<file path="config.mk">
export PLATFORM = sky130hd
export DESIGN_NAME = delta_sigma_decoder_flat
export DESIGN_NICKNAME = d
export VERILOG_FILES = /design/src/rtl/delta_sigma_decoder_if.sv /design/src/rtl/delta_sigma_decoder.sv /design/src/flat_wrapper.sv
export SDC_FILE = /design/constraint.sdc
export NUM_CORES = 1
export LEC_CHECK = 0
export BUFFER_PORTS_ARGS = -buffer_cell sky130_fd_sc_hd__buf_4
export CAP_MARGIN = 20
export CELL_PAD_IN_SITES_DETAIL_PLACEMENT = 0
export CELL_PAD_IN_SITES_GLOBAL_PLACEMENT = 1
export CORE_MARGIN = 5
export CORE_UTILIZATION = 45
export DETAILED_ROUTE_END_ITERATION = 8
export PLACE_DENSITY_LB_ADDON = 0.15
export SYNTH_ARGS = -nofsm -noshare
export SYNTH_HDL_FRONTEND = slang
export SYNTH_SLANG_ARGS = --single-unit
</file>
<file path="constraint.sdc">
create_clock -name clk -period 2.3 [get_ports clk]
set_clock_uncertainty 0.05 [all_clocks]
set_input_delay 0.23 -clock clk [delete_from_list [all_inputs] [get_ports clk]]
set_output_delay 0.23 -clock clk [all_outputs]
set_load 0.1 [all_outputs]
</file>
<file path="src/rtl/delta_sigma_decoder_if.sv">
// Stream-in / sample-out bundle for delta_sigma_decoder; sync_i exists only
// when DELTA_SIGMA_DEC_SYNC_EN is defined.
interface delta_sigma_decoder_if #(
   parameter int INBITS  = 4,
   parameter int OUTBITS = 16
) ();
   logic [INBITS-1:0]  audio_i;
   logic [OUTBITS-1:0] sample_o;
   logic               valid_o;
   logic               ready_i;
   logic               overrun_o;
`ifdef DELTA_SIGMA_DEC_SYNC_EN
   logic               sync_i;

   modport master (
      input  audio_i,
      input  ready_i,
      input  sync_i,
      output sample_o,
      output valid_o,
      output overrun_o
   );

   modport slave (
      output audio_i,
      output ready_i,
      output sync_i,
      input  sample_o,
      input  valid_o,
      input  overrun_o
   );
`else
   modport master (
      input  audio_i,
      input  ready_i,
      output sample_o,
      output valid_o,
      output overrun_o
   );

   modport slave (
      output audio_i,
      output ready_i,
      input  sample_o,
      input  valid_o,
      input  overrun_o
   );
`endif
endinterface

</file>
<file path="src/rtl/delta_sigma_decoder.sv">
// Boxcar-integrates 2**(OUTBITS-INBITS) dithered stream words into one PCM sample.
// Defining DELTA_SIGMA_DEC_SYNC_EN adds the sync_i frame-realign strobe.
module delta_sigma_decoder #(
   parameter int INBITS  = 4,
   parameter int OUTBITS = 16
) (
   input  logic                  clk,
   input  logic                  rst_n,
   delta_sigma_decoder_if.master bus
);
   // Frame length is a power of two, so the phase counter is exactly PW bits wide.
   localparam int PW = OUTBITS - INBITS;
   localparam logic [PW-1:0] LAST_PHASE = {PW{1'b1}};

   logic [PW-1:0]      phase_q, phase_d;
   logic [OUTBITS-1:0] acc_q, acc_d;
   logic [OUTBITS-1:0] sample_q, sample_d;
   logic               valid_q, valid_d;
   logic               overrun_q, overrun_d;
   logic [OUTBITS-1:0] frame_sum_s;
   logic               frame_end_s;
   logic               sync_s;

`ifdef DELTA_SIGMA_DEC_SYNC_EN
   assign sync_s = bus.sync_i;
`else
   assign sync_s = 1'b0;
`endif

   // Framing: sync restarts the frame with this word as word 0 and suppresses any frame end.
   always_comb begin
      frame_sum_s = acc_q + OUTBITS'(bus.audio_i);
      frame_end_s = 1'b0;
      phase_d     = phase_q;
      acc_d       = acc_q;
      if (sync_s) begin
         phase_d = PW'(1'b1);
         acc_d   = OUTBITS'(bus.audio_i);
      end else if (phase_q == LAST_PHASE) begin
         phase_d     = {PW{1'b0}};
         acc_d       = {OUTBITS{1'b0}};
         frame_end_s = 1'b1;
      end else begin
         phase_d = phase_q + PW'(1'b1);
         acc_d   = frame_sum_s;
      end
   end

   // Single-entry output holding register with sticky drop flag.
   always_comb begin
      sample_d  = sample_q;
      valid_d   = valid_q;
      overrun_d = overrun_q;
      if (frame_end_s) begin
         if (!valid_q || bus.ready_i) begin
            sample_d = frame_sum_s;
            valid_d  = 1'b1;
         end else begin
            overrun_d = 1'b1;
         end
      end else if (valid_q && bus.ready_i) begin
         valid_d = 1'b0;
      end else begin
         valid_d = valid_q;
      end
   end

   // State registers.
   always_ff @(posedge clk or negedge rst_n) begin
      if (!rst_n) begin
         phase_q   <= {PW{1'b0}};
         acc_q     <= {OUTBITS{1'b0}};
         sample_q  <= {OUTBITS{1'b0}};
         valid_q   <= 1'b0;
         overrun_q <= 1'b0;
      end else begin
         phase_q   <= phase_d;
         acc_q     <= acc_d;
         sample_q  <= sample_d;
         valid_q   <= valid_d;
         overrun_q <= overrun_d;
      end
   end

   assign bus.sample_o  = sample_q;
   assign bus.valid_o   = valid_q;
   assign bus.overrun_o = overrun_q;

endmodule

</file>
<file path="src/flat_wrapper.sv">
// flat-port wrapper written by rule: the top's interface ports become plain ports
module delta_sigma_decoder_flat 
#(
   parameter int INBITS  = 4,
   parameter int OUTBITS = 16
)
  (clk, rst_n, bus_audio_i, bus_ready_i, bus_sample_o, bus_valid_o, bus_overrun_o);
  delta_sigma_decoder_if #(.INBITS(INBITS), .OUTBITS(OUTBITS)) bus_i ();
  input  logic clk;
  input  logic rst_n;
  input wire logic [$bits(bus_i.audio_i)-1:0] bus_audio_i;
  input wire logic [$bits(bus_i.ready_i)-1:0] bus_ready_i;
  output wire logic [$bits(bus_i.sample_o)-1:0] bus_sample_o;
  output wire logic [$bits(bus_i.valid_o)-1:0] bus_valid_o;
  output wire logic [$bits(bus_i.overrun_o)-1:0] bus_overrun_o;
  assign bus_i.audio_i = bus_audio_i;
  assign bus_i.ready_i = bus_ready_i;
  assign bus_sample_o = bus_i.sample_o;
  assign bus_valid_o = bus_i.valid_o;
  assign bus_overrun_o = bus_i.overrun_o;
  delta_sigma_decoder #(.INBITS(INBITS), .OUTBITS(OUTBITS)) u_core (.clk(clk), .rst_n(rst_n), .bus(bus_i));
endmodule
</file>
==> flow_metrics.py, run 1 <==
metrics = {
    "min_path": {
        "worstHoldPathCells": 4,
        "min_path_type": "in -> reg",
    },
    "run_status": {
        "status": "finished clean",
    },
    "floorplan": {
        "design.core.area_mm2": 0.004324,
        "rows": 24,
        "die_x_um": 76.72,
        "pin_count": 25,
        "fp.dieH_um": 76.72,
        "die_area_mm2": 0.005886,
        "start_util_pct": 46.33,
    },
    "cts": {
        "cts-root-buf": "clkbuf_8",
        "clock_latency_ps": 290,
        "cts_buffers": 5,
        "cts_buffer_depth": 2,
        "cts.sinks": 46,
        "clkTransAtPathRegs_ps": 80,
        "post-cts-setup-buffer-count": 0,
        "cts_hold_buf": 1,
        "cts_resized": 0,
        "tritoncts": "done",
        "htree_levels": 2,
    },
    "setup_path": {
        "path_max_fanout": 5,
        "crit_arrival_ps": 2220,
        "r2r_cells": 7,
        "worstPathRequired_ps": 2420,
        "crit_family": "adder cells",
        "worstSetupPathType": "reg -> reg",
        "crit_slowest_cell": "fa_1",
        "crit_cells": 7,
        "cpPeakStageDelay_ps": 420,
        "crit_path_cell_trace": "ha_1 > fa_1 > a211oi_1 > nor2_1 > and4_1 > xnor2_1 > o21ai_0",
        "crit_buf_inv": 0,
        "setup.worst_path.start_class": "register",
        "endpoint_kind": "register",
    },
    "finish": {
        "areaGrowthSynthToFinish_pct": 17.11,
        "nNetsFinal": 228,
        "final_core_util_pct": 54.25,
        "multi_input_area_um2": 810.8,
        "final_cell_mix": "46 x dfrtp_1, 27 x buf_4, 25 x nand2_1",
        "stdcell_count": 268,
        "fill_cells": 404,
        "drive_above_1_share_pct": 18.52,
        "regArea_mm2": 0.001151,
        "final_common_cell": "dfrtp_1",
        "num_antenna_cells": 0,
    },
    "synth": {
        "synth_area_leader_cell": "dfrtp_1",
        "synth_area_mm2": 0.002003,
        "ys_seq_area_share_pct": 57.46,
        "synth_nets": 198,
        "synthCells": 185,
        "ys_top_cells_by_area": "dfrtp_1 57%, xor2_1 5.2%, nand2_1 4.7%, xnor2_1 4.4%, nor2_1 4.3%",
        "synth_cell_types": 31,
        "synth_top_area_share_pct": 57.46,
        "avgSynthCellArea_um2": 10.83,
        "synth_warnings": 0,
        "ys_seq_elements": 46,
    },
    "sta": {
        "tightestPinTransition_ps": 561.9,
        "relSlewSlack_pct": 62.54,
        "setup_violations": 0,
        "fin_crit_sh_pct": 91.06,
        "period_minus_slack_ps": 2094,
        "rsz0062_at_grt": "no",
        "hold_viol": 0,
        "slew_viol_final": 0,
        "max_freq_ghz": 0.4775,
        "fin_tns_setup_ps": 0,
    },
    "detailed_routing": {
        "via_per_inst": 5.011,
        "drt-total-wl_um": 3533,
        "vias": 1343,
        "drt-wirelength-per-cell_um": 13.18,
        "initialDrtViolationCount": 42,
        "first_pass_iters": 4,
        "ant_nets": 0,
        "drc": 0,
    },
    "power": {
        "comb_power_share_pct": 23.1,
        "powerDensity_mw_per_mm2": 811.5,
        "ir_worst_vdd_uv": 424.0,
        "p_sw_share_pct": 29.70,
        "clkPwrFrac_pct": 25.8,
        "p_sw_uw": 565.5,
        "leakage_nw": 1.167,
        "seqPwrFrac_pct": 51.1,
        "p_int_mw": 1.338,
    },
    "grt": {
        "grt_pass1_wl_um": 6182,
        "grt_pass1_vias": 1381,
        "grt_start_max_net_pins": 47,
        "gr-usage-all-layers_pct": 12.95,
        "antenna_found_initial": 0,
        "grt-ovfl-total": 0,
    },
    "placement": {
        "place_inst": 259,
        "portBuffers": 24,
        "globalplace.congestion": 0.7479,
        "dpl.hpwl_um": 2526,
    },
    "flow_run": {
        "max-cap-violations": 0,
    },
}
-- flip-flops by register name (all words and copies together), names as in the netlist --
signal                count
u_core.acc_q             16
u_core.bus.overrun_o      1
u_core.bus.valid_o        1
u_core.bus.sample_o      16
u_core.phase_q           12
-- synth_stat cells --
master,count
nand4_1,3
o211ai_1,1
xor2_1,12
mux2_4,2
and2_1,1
dfrtp_1,46
ha_1,5
fa_1,1
nor4_4,1
and3_1,3
nand2_2,1
a31o_2,1
nand4_2,1
a21o_1,1
a211oi_1,1
a21oi_1,3
clkbuf_1,4
xnor2_1,10
nor3_1,1
nand2b_1,1
nor2_1,23
buf_6,1
nand2_1,25
o21bai_1,1
inv_1,4
nor2b_1,3
or3_1,1
o21ai_1,9
o21ai_0,8
nand3_1,8
and4_1,3
-- through the flow --
step | worst slack (ps) | hold WS (ps) | power, mW | area, um^2
6_report | 205.7 | 181.1 | 1.904 | 2346
4_1_cts | 205.2 | 170.7 | 1.935 | 2346
5_1_grt | 73.76 | 182.6 | 2.038 | 2346
2_1_floorplan | 372.2 | -115.6 | 1.301 | 2003
3_3_place_gp | 259.3 | 207.4 | 1.416 | 2245
3_5_place_dp | 215.7 | 216.8 | 1.430 | 2245
-- final cells by class --
class                      count  share of cell area, %
clock buffer                   7                  3.680
timing repair buffer          28                  9.067
tap                           52                  2.773
sequential                    46                  49.07
multi-input combinational    130                  34.56
clock inverter                 1                 0.2133
inverter                       4                 0.6400
-- tightest hold or removal path: stages --
cell and delay [ps]:
buf_4 70, inv_1 40, nand2_1 90, nand2b_1 60
-- routing by layer --
metal	track usage [%]	vias to the layer above	routed length [um]
met5	0	-	0
met4	4.895	0	61
met3	4.333	8	168
met2	21.65	22	1678
met1	15.34	632	1626
li1	-	681	-
-- cells by family (layout without fill, tap and decap cells) --
| group | after synthesis | in the layout | synth area share, % |
|---|---|---|---|
| mux | 2 | 2 | 1.499 |
| buf+inv | 9 | 40 | 2.061 |
| flops | 46 | 46 | 57.46 |
| fa+ha+maj | 6 | 6 | 4.122 |
| xor+xnor | 22 | 22 | 9.619 |
| simple gates | 75 | 75 | 18.30 |
| compound gates | 25 | 25 | 6.934 |
-- power by group through the flow --
stage / sequential, mW / combinational, mW / clock [mW]
floorplan: 0.970 / 0.330 / 0
global placement: 0.985 / 0.431 / 0
detailed placement: 0.988 / 0.442 / 0
CTS: 0.973 / 0.446 / 0.517
global route: 0.991 / 0.503 / 0.544
finish: 0.973 / 0.439 / 0.492
-- path summary, 6_finish.rpt --
kind / start / to / slack, ps
max reg2reg: u_core.acc_q[0] / u_core.bus.sample_o[8] / 210
min: bus_ready_i / u_core.bus.valid_o / 180
min in group asynchronous: rst_n / u_core.bus.sample_o[3] / 420
max: u_core.acc_q[0] / u_core.bus.sample_o[8] / 210
min reg2reg: u_core.bus.overrun_o / u_core.bus.overrun_o / 430
max in group asynchronous: rst_n / u_core.bus.sample_o[7] / 1390
Note: power is estimated with default switching activity, not from simulation.
==> run 2, diff against run 1 <==
--- a/config.mk
+++ b/config.mk
@@ -5,14 +5,17 @@
 export SDC_FILE = /design/constraint.sdc
 export NUM_CORES = 1
 export LEC_CHECK = 0
+export ABC_AREA = 0
 export BUFFER_PORTS_ARGS = -buffer_cell sky130_fd_sc_hd__buf_4
 export CAP_MARGIN = 20
 export CELL_PAD_IN_SITES_DETAIL_PLACEMENT = 0
 export CELL_PAD_IN_SITES_GLOBAL_PLACEMENT = 1
 export CORE_MARGIN = 5
 export CORE_UTILIZATION = 45
+export CTS_BUF_LIST = sky130_fd_sc_hd__clkbuf_8 sky130_fd_sc_hd__clkbuf_16
 export DETAILED_ROUTE_END_ITERATION = 8
 export PLACE_DENSITY_LB_ADDON = 0.15
+export SKIP_CTS_REPAIR_TIMING = 1
 export SYNTH_ARGS = -nofsm -noshare
 export SYNTH_HDL_FRONTEND = slang
 export SYNTH_SLANG_ARGS = --single-unit
==> flow_metrics.py, run 2 (synthesis results as in run 1) <==
metrics = {
    "run_status": {
        "status": "finished clean",
    },
    "setup_path": {
        "path_max_fanout": 5,
        "reg2reg_from": "u_core.acc_q[0]",
        "r2r_cells": 7,
        "startpoint": "u_core.acc_q[0]",
        "worstPathRequired_ps": 2420,
        "reg2reg_slack_ps": 210,
        "setup.worst_path.start_class": "register",
        "crit_arrival_ps": 2220,
        "worstSetupPathType": "reg -> reg",
        "endpoint_kind": "register",
        "worstReg2RegEnd": "u_core.bus.sample_o[8]",
    },
    "detailed_routing": {
        "via_per_inst": 5.019,
        "drt-wirelength-per-cell_um": 13.19,
        "drc": 0,
        "drt-total-wl_um": 3536,
        "vias": 1345,
        "initialDrtViolationCount": 44,
        "first_pass_iters": 4,
        "ant_nets": 0,
    },
    "finish": {
        "nNetsFinal": 228,
        "fill_cells": 404,
        "final_cell_mix": "46 x dfrtp_1, 27 x buf_4, 25 x nand2_1",
        "regArea_mm2": 0.001151,
        "final_common_cell": "dfrtp_1",
        "stdcell_count": 268,
        "num_antenna_cells": 0,
        "drive_above_1_share_pct": 18.52,
        "multi_input_area_um2": 810.8,
        "areaGrowthSynthToFinish_pct": 17.11,
    },
    "grt": {
        "grt_start_max_net_pins": 47,
        "grt-ovfl-total": 0,
        "gr-usage-all-layers_pct": 12.87,
        "grt_pass1_wl_um": 6141,
        "antenna_found_initial": 0,
        "grt_pass1_vias": 1376,
    },
    "cts": {
        "clkTransAtPathRegs_ps": 80,
        "htree_levels": 2,
        "clock_latency_ps": 290,
        "cts.sinks": 46,
        "cts_buffers": 5,
        "tritoncts": "done",
        "cts_buffer_depth": 2,
        "cts-root-buf": "clkbuf_8",
    },
    "floorplan": {
        "die_area_mm2": 0.005886,
        "die_x_um": 76.72,
        "fp.dieH_um": 76.72,
        "rows": 24,
        "design.core.area_mm2": 0.004324,
        "start_util_pct": 46.33,
        "pin_count": 25,
    },
    "power": {
        "powerDensity_mw_per_mm2": 810.2,
        "leakage_nw": 1.171,
        "totalPowerFinal_mw": 1.901,
        "ir_worst_vdd_uv": 424.0,
    },
    "min_path": {
        "min_path_type": "in -> reg",
        "worstHoldPathCells": 4,
        "whs_endpoint": "u_core.bus.valid_o",
        "hp-start": "bus_ready_i",
    },
    "flow_run": {
        "max-cap-violations": 0,
    },
    "sta": {
        "slew_viol_final": 0,
        "fin_crit_sh_pct": 91.05,
        "rsz0062_at_grt": "no",
        "tightestPinTransition_ps": 561.7,
        "period_minus_slack_ps": 2094,
        "setup_violations": 0,
        "relSlewSlack_pct": 62.55,
        "max_freq_ghz": 0.4775,
        "hold_viol": 0,
        "fin_tns_setup_ps": 0,
    },
    "placement": {
        "globalplace.congestion": 0.7479,
        "portBuffers": 24,
        "dpl.hpwl_um": 2526,
        "place_inst": 259,
    },
}
## run 2: how the worst max path moves through the flow
stage                             end  slack, ps
6_report       u_core.bus.sample_o[8]        210
5_1_grt        u_core.bus.sample_o[8]         70
4_1_cts        u_core.bus.sample_o[8]        210
3_5_place_dp   u_core.bus.sample_o[8]        220
3_3_place_gp   u_core.bus.sample_o[8]        260
2_1_floorplan  u_core.bus.sample_o[8]        370
## run 2: area by class of cell
class,count,area share [%]
Tap cell,52,2.773
Inverter,4,0.6400
Timing Repair Buffer,28,9.067
Multi-Input combinational cell,130,34.56
Clock inverter,2,0.3733
Clock buffer,6,3.520
Sequential cell,46,49.07
## run 2: per-stage QoR
step / instance area, um^2 / setup slack, ps / util [%] / hold WS, ps
2_1_floorplan: 2003 / 372.2 / - / -115.6
3_3_place_gp: 2245 / 259.3 / 51.91 / 207.4
3_5_place_dp: 2245 / 215.7 / 51.91 / 216.8
4_1_cts: 2336 / 205.2 / 54.02 / -111.5
5_1_grt: 2346 / 73.76 / 54.25 / 182.6
6_report: 2346 / 205.8 / 54.25 / 181.2
## run 2: critical path, stage by stage, from the launching register on
cell and delay (ps):
dfrtp_1 370, ha_1 210, fa_1 420, a211oi_1 270
nor2_1 140, and4_1 230, xnor2_1 170, o21ai_0 110
## run 2: layer usage
metal	part of all wire (%)	vias up	wire, um	global-route usage (%)
met5	0	-	0	0
met4	1.7	0	61	4.895
met3	4.8	8	168	4.450
met2	47	22	1673	21.48
met1	46	634	1633	15.19
li1	-	681	-	-
## run 2: report_power, final
group          total [mW]  internal, mW  leakage (nW)  switching [mW]
Sequential          0.973         0.902         0.608          0.0711
Combinational       0.439         0.194         0.510           0.245
Clock               0.489         0.238        0.0524           0.251
Total                1.90          1.33          1.17           0.567
==> run 3, diff against run 2 <==
--- a/config.mk
+++ b/config.mk
@@ -10,11 +10,13 @@
 export CAP_MARGIN = 20
 export CELL_PAD_IN_SITES_DETAIL_PLACEMENT = 0
 export CELL_PAD_IN_SITES_GLOBAL_PLACEMENT = 1
+export CORE_ASPECT_RATIO = 0.8
 export CORE_MARGIN = 5
 export CORE_UTILIZATION = 45
 export CTS_BUF_LIST = sky130_fd_sc_hd__clkbuf_8 sky130_fd_sc_hd__clkbuf_16
 export DETAILED_ROUTE_END_ITERATION = 8
-export PLACE_DENSITY_LB_ADDON = 0.15
+export PLACE_DENSITY = 0.78
+export SETUP_SLACK_MARGIN = 0.5
 export SKIP_CTS_REPAIR_TIMING = 1
 export SYNTH_ARGS = -nofsm -noshare
 export SYNTH_HDL_FRONTEND = slang
==> flow_metrics.py, run 3 (synthesis results as in run 1) <==
metrics = {
    "grt": {
        "grt_pass1_wl_um": 6216,
        "grt_pass1_vias": 1337,
        "gr-usage-all-layers_pct": 13.27,
        "antenna_found_initial": 0,
        "grt-ovfl-total": 0,
        "grt_start_max_net_pins": 47,
    },
    "min_path": {
        "whs_endpoint": "u_core.bus.valid_o",
        "hp-start": "bus_ready_i",
        "min_path_type": "in -> reg",
        "worstHoldPathCells": 4,
    },
    "cts": {
        "clkTransAtPathRegs_ps": 90,
        "htree_levels": 2,
        "cts_buffer_depth": 2,
        "tritoncts": "done",
        "cts_buffers": 5,
        "cts-root-buf": "clkbuf_8",
        "clock_latency_ps": 300,
        "cts.sinks": 46,
    },
    "run_status": {
        "status": "finished clean",
    },
    "sta": {
        "tightestPinTransition_ps": 568.2,
        "relSlewSlack_pct": 62.12,
        "max_freq_ghz": 0.5405,
        "fin_crit_sh_pct": 80.45,
        "slew_viol_final": 0,
        "setup_violations": 0,
        "fin_tns_setup_ps": 0,
        "period_minus_slack_ps": 1850,
        "hold_viol": 0,
        "rsz0062_at_grt": "yes",
    },
    "detailed_routing": {
        "drt-total-wl_um": 3887,
        "vias": 1421,
        "ant_nets": 0,
        "drt-wirelength-per-cell_um": 13.83,
        "drc": 0,
        "initialDrtViolationCount": 63,
        "first_pass_iters": 4,
        "via_per_inst": 5.057,
    },
    "finish": {
        "final_cell_mix": "44 x dfrtp_1, 33 x buf_4, 25 x nand2_1",
        "areaGrowthSynthToFinish_pct": 28.04,
        "final_core_util_pct": 60.26,
        "drive_above_1_share_pct": 30.36,
        "nNetsFinal": 236,
        "final_common_cell": "dfrtp_1",
        "num_antenna_cells": 0,
        "fin_area_mm2": 0.002565,
    },
    "setup_path": {
        "setup.worst_path.start_class": "register",
        "reg2reg_slack_ps": 450,
        "path_max_fanout": 5,
        "reg2reg_from": "u_core.acc_q[0]",
        "worstReg2RegEnd": "u_core.bus.sample_o[8]",
        "crit_arrival_ps": 1990,
        "endpoint_kind": "register",
        "worstSetupPathType": "reg -> reg",
        "worstPathRequired_ps": 2440,
        "r2r_cells": 7,
    },
    "placement": {
        "globalplace.congestion": 0.7739,
        "dpl.hpwl_um": 2516,
        "placed_area_mm2": 0.002265,
        "portBuffers": 24,
    },
    "power": {
        "leakage_nw": 1.207,
        "ir_worst_vdd_uv": 538.1,
        "powerDensity_mw_per_mm2": 822.0,
    },
    "floorplan": {
        "rows": 21,
        "design.core.area_mm2": 0.004257,
        "fp.dieH_um": 69.68,
        "pin_count": 25,
        "die_x_um": 84.60,
        "start_util_pct": 47.06,
        "die_area_mm2": 0.005894,
    },
    "flow_run": {
        "max-cap-violations": 0,
    },
}
## run 3: cell types whose count changed in the layout (fill, tap and decap cells not counted), moves of 3 or more
cell / previous run / this run
xor2_1: 12 / 9
ha_1: 5 / 0
ha_4: 0 / 4
buf_4: 27 / 33
xor2_2: 0 / 3
## run 3: worst max path at each step
| stage | start | endpoint | slack, ps | depth (start not counted) |
|---|---|---|---|---|
| after detailed placement | u_core.acc_q[0] | u_core.bus.sample_o[8] | 350 | 7 |
| after floorplan | u_core.acc_q[0] | u_core.bus.sample_o[8] | 490 | 7 |
| after global placement | u_core.acc_q[0] | u_core.bus.sample_o[8] | 420 | 7 |
| after global routing | u_core.acc_q[0] | u_core.bus.sample_o[10] | 350 | 7 |
| after CTS | u_core.acc_q[0] | u_core.bus.sample_o[10] | 340 | 7 |
| final | u_core.acc_q[0] | u_core.bus.sample_o[8] | 450 | 7 |
## run 3: power breakdown
group          total (mW)  switching, mW  internal (mW)
registers           0.999         0.0953          0.904
clock network       0.501          0.263          0.238
logic               0.608          0.300          0.308
total                2.11          0.659           1.45
## run 3: final cells by class
cell class	count	area, um^2
clock buffer	6	82.58
fill	363	1692
clock inverter	2	8.758
inverter	4	15.01
multi-input combinational	130	944.7
timing repair buffer	36	289.0
tap	57	71.32
sequential	46	1154
## run 3: critical path: stages (launching register included)
cell      delay [ps]
dfrtp_1          380
ha_2             190
fa_2             370
a211oi_2         260
nor2_2           100
and4_4           160
xnor2_2          140
o21ai_1           90
## run 3: through the flow
step                setup slack [ps]  power [mW]  cells  hold WS (ps)
global route                   345.9       2.252    281         220.3
finish                         449.7       2.108    281         209.9
global placement               417.2       1.435    264         209.7
floorplan                      485.5       1.323    185        -115.6
CTS                            344.6       1.965    272        -110.2
detailed placement             347.0       1.455    264         220.6
## run 3: layer usage
metal | track usage (%) | wire, um | vias to the layer above
met3 | 4.038 | 149 | 7
met4 | 4.745 | 48 | 0
met2 | 21.37 | 1913 | 26
met5 | 0 | 0 | -
met1 | 16.83 | 1775 | 695
li1 | - | - | 693
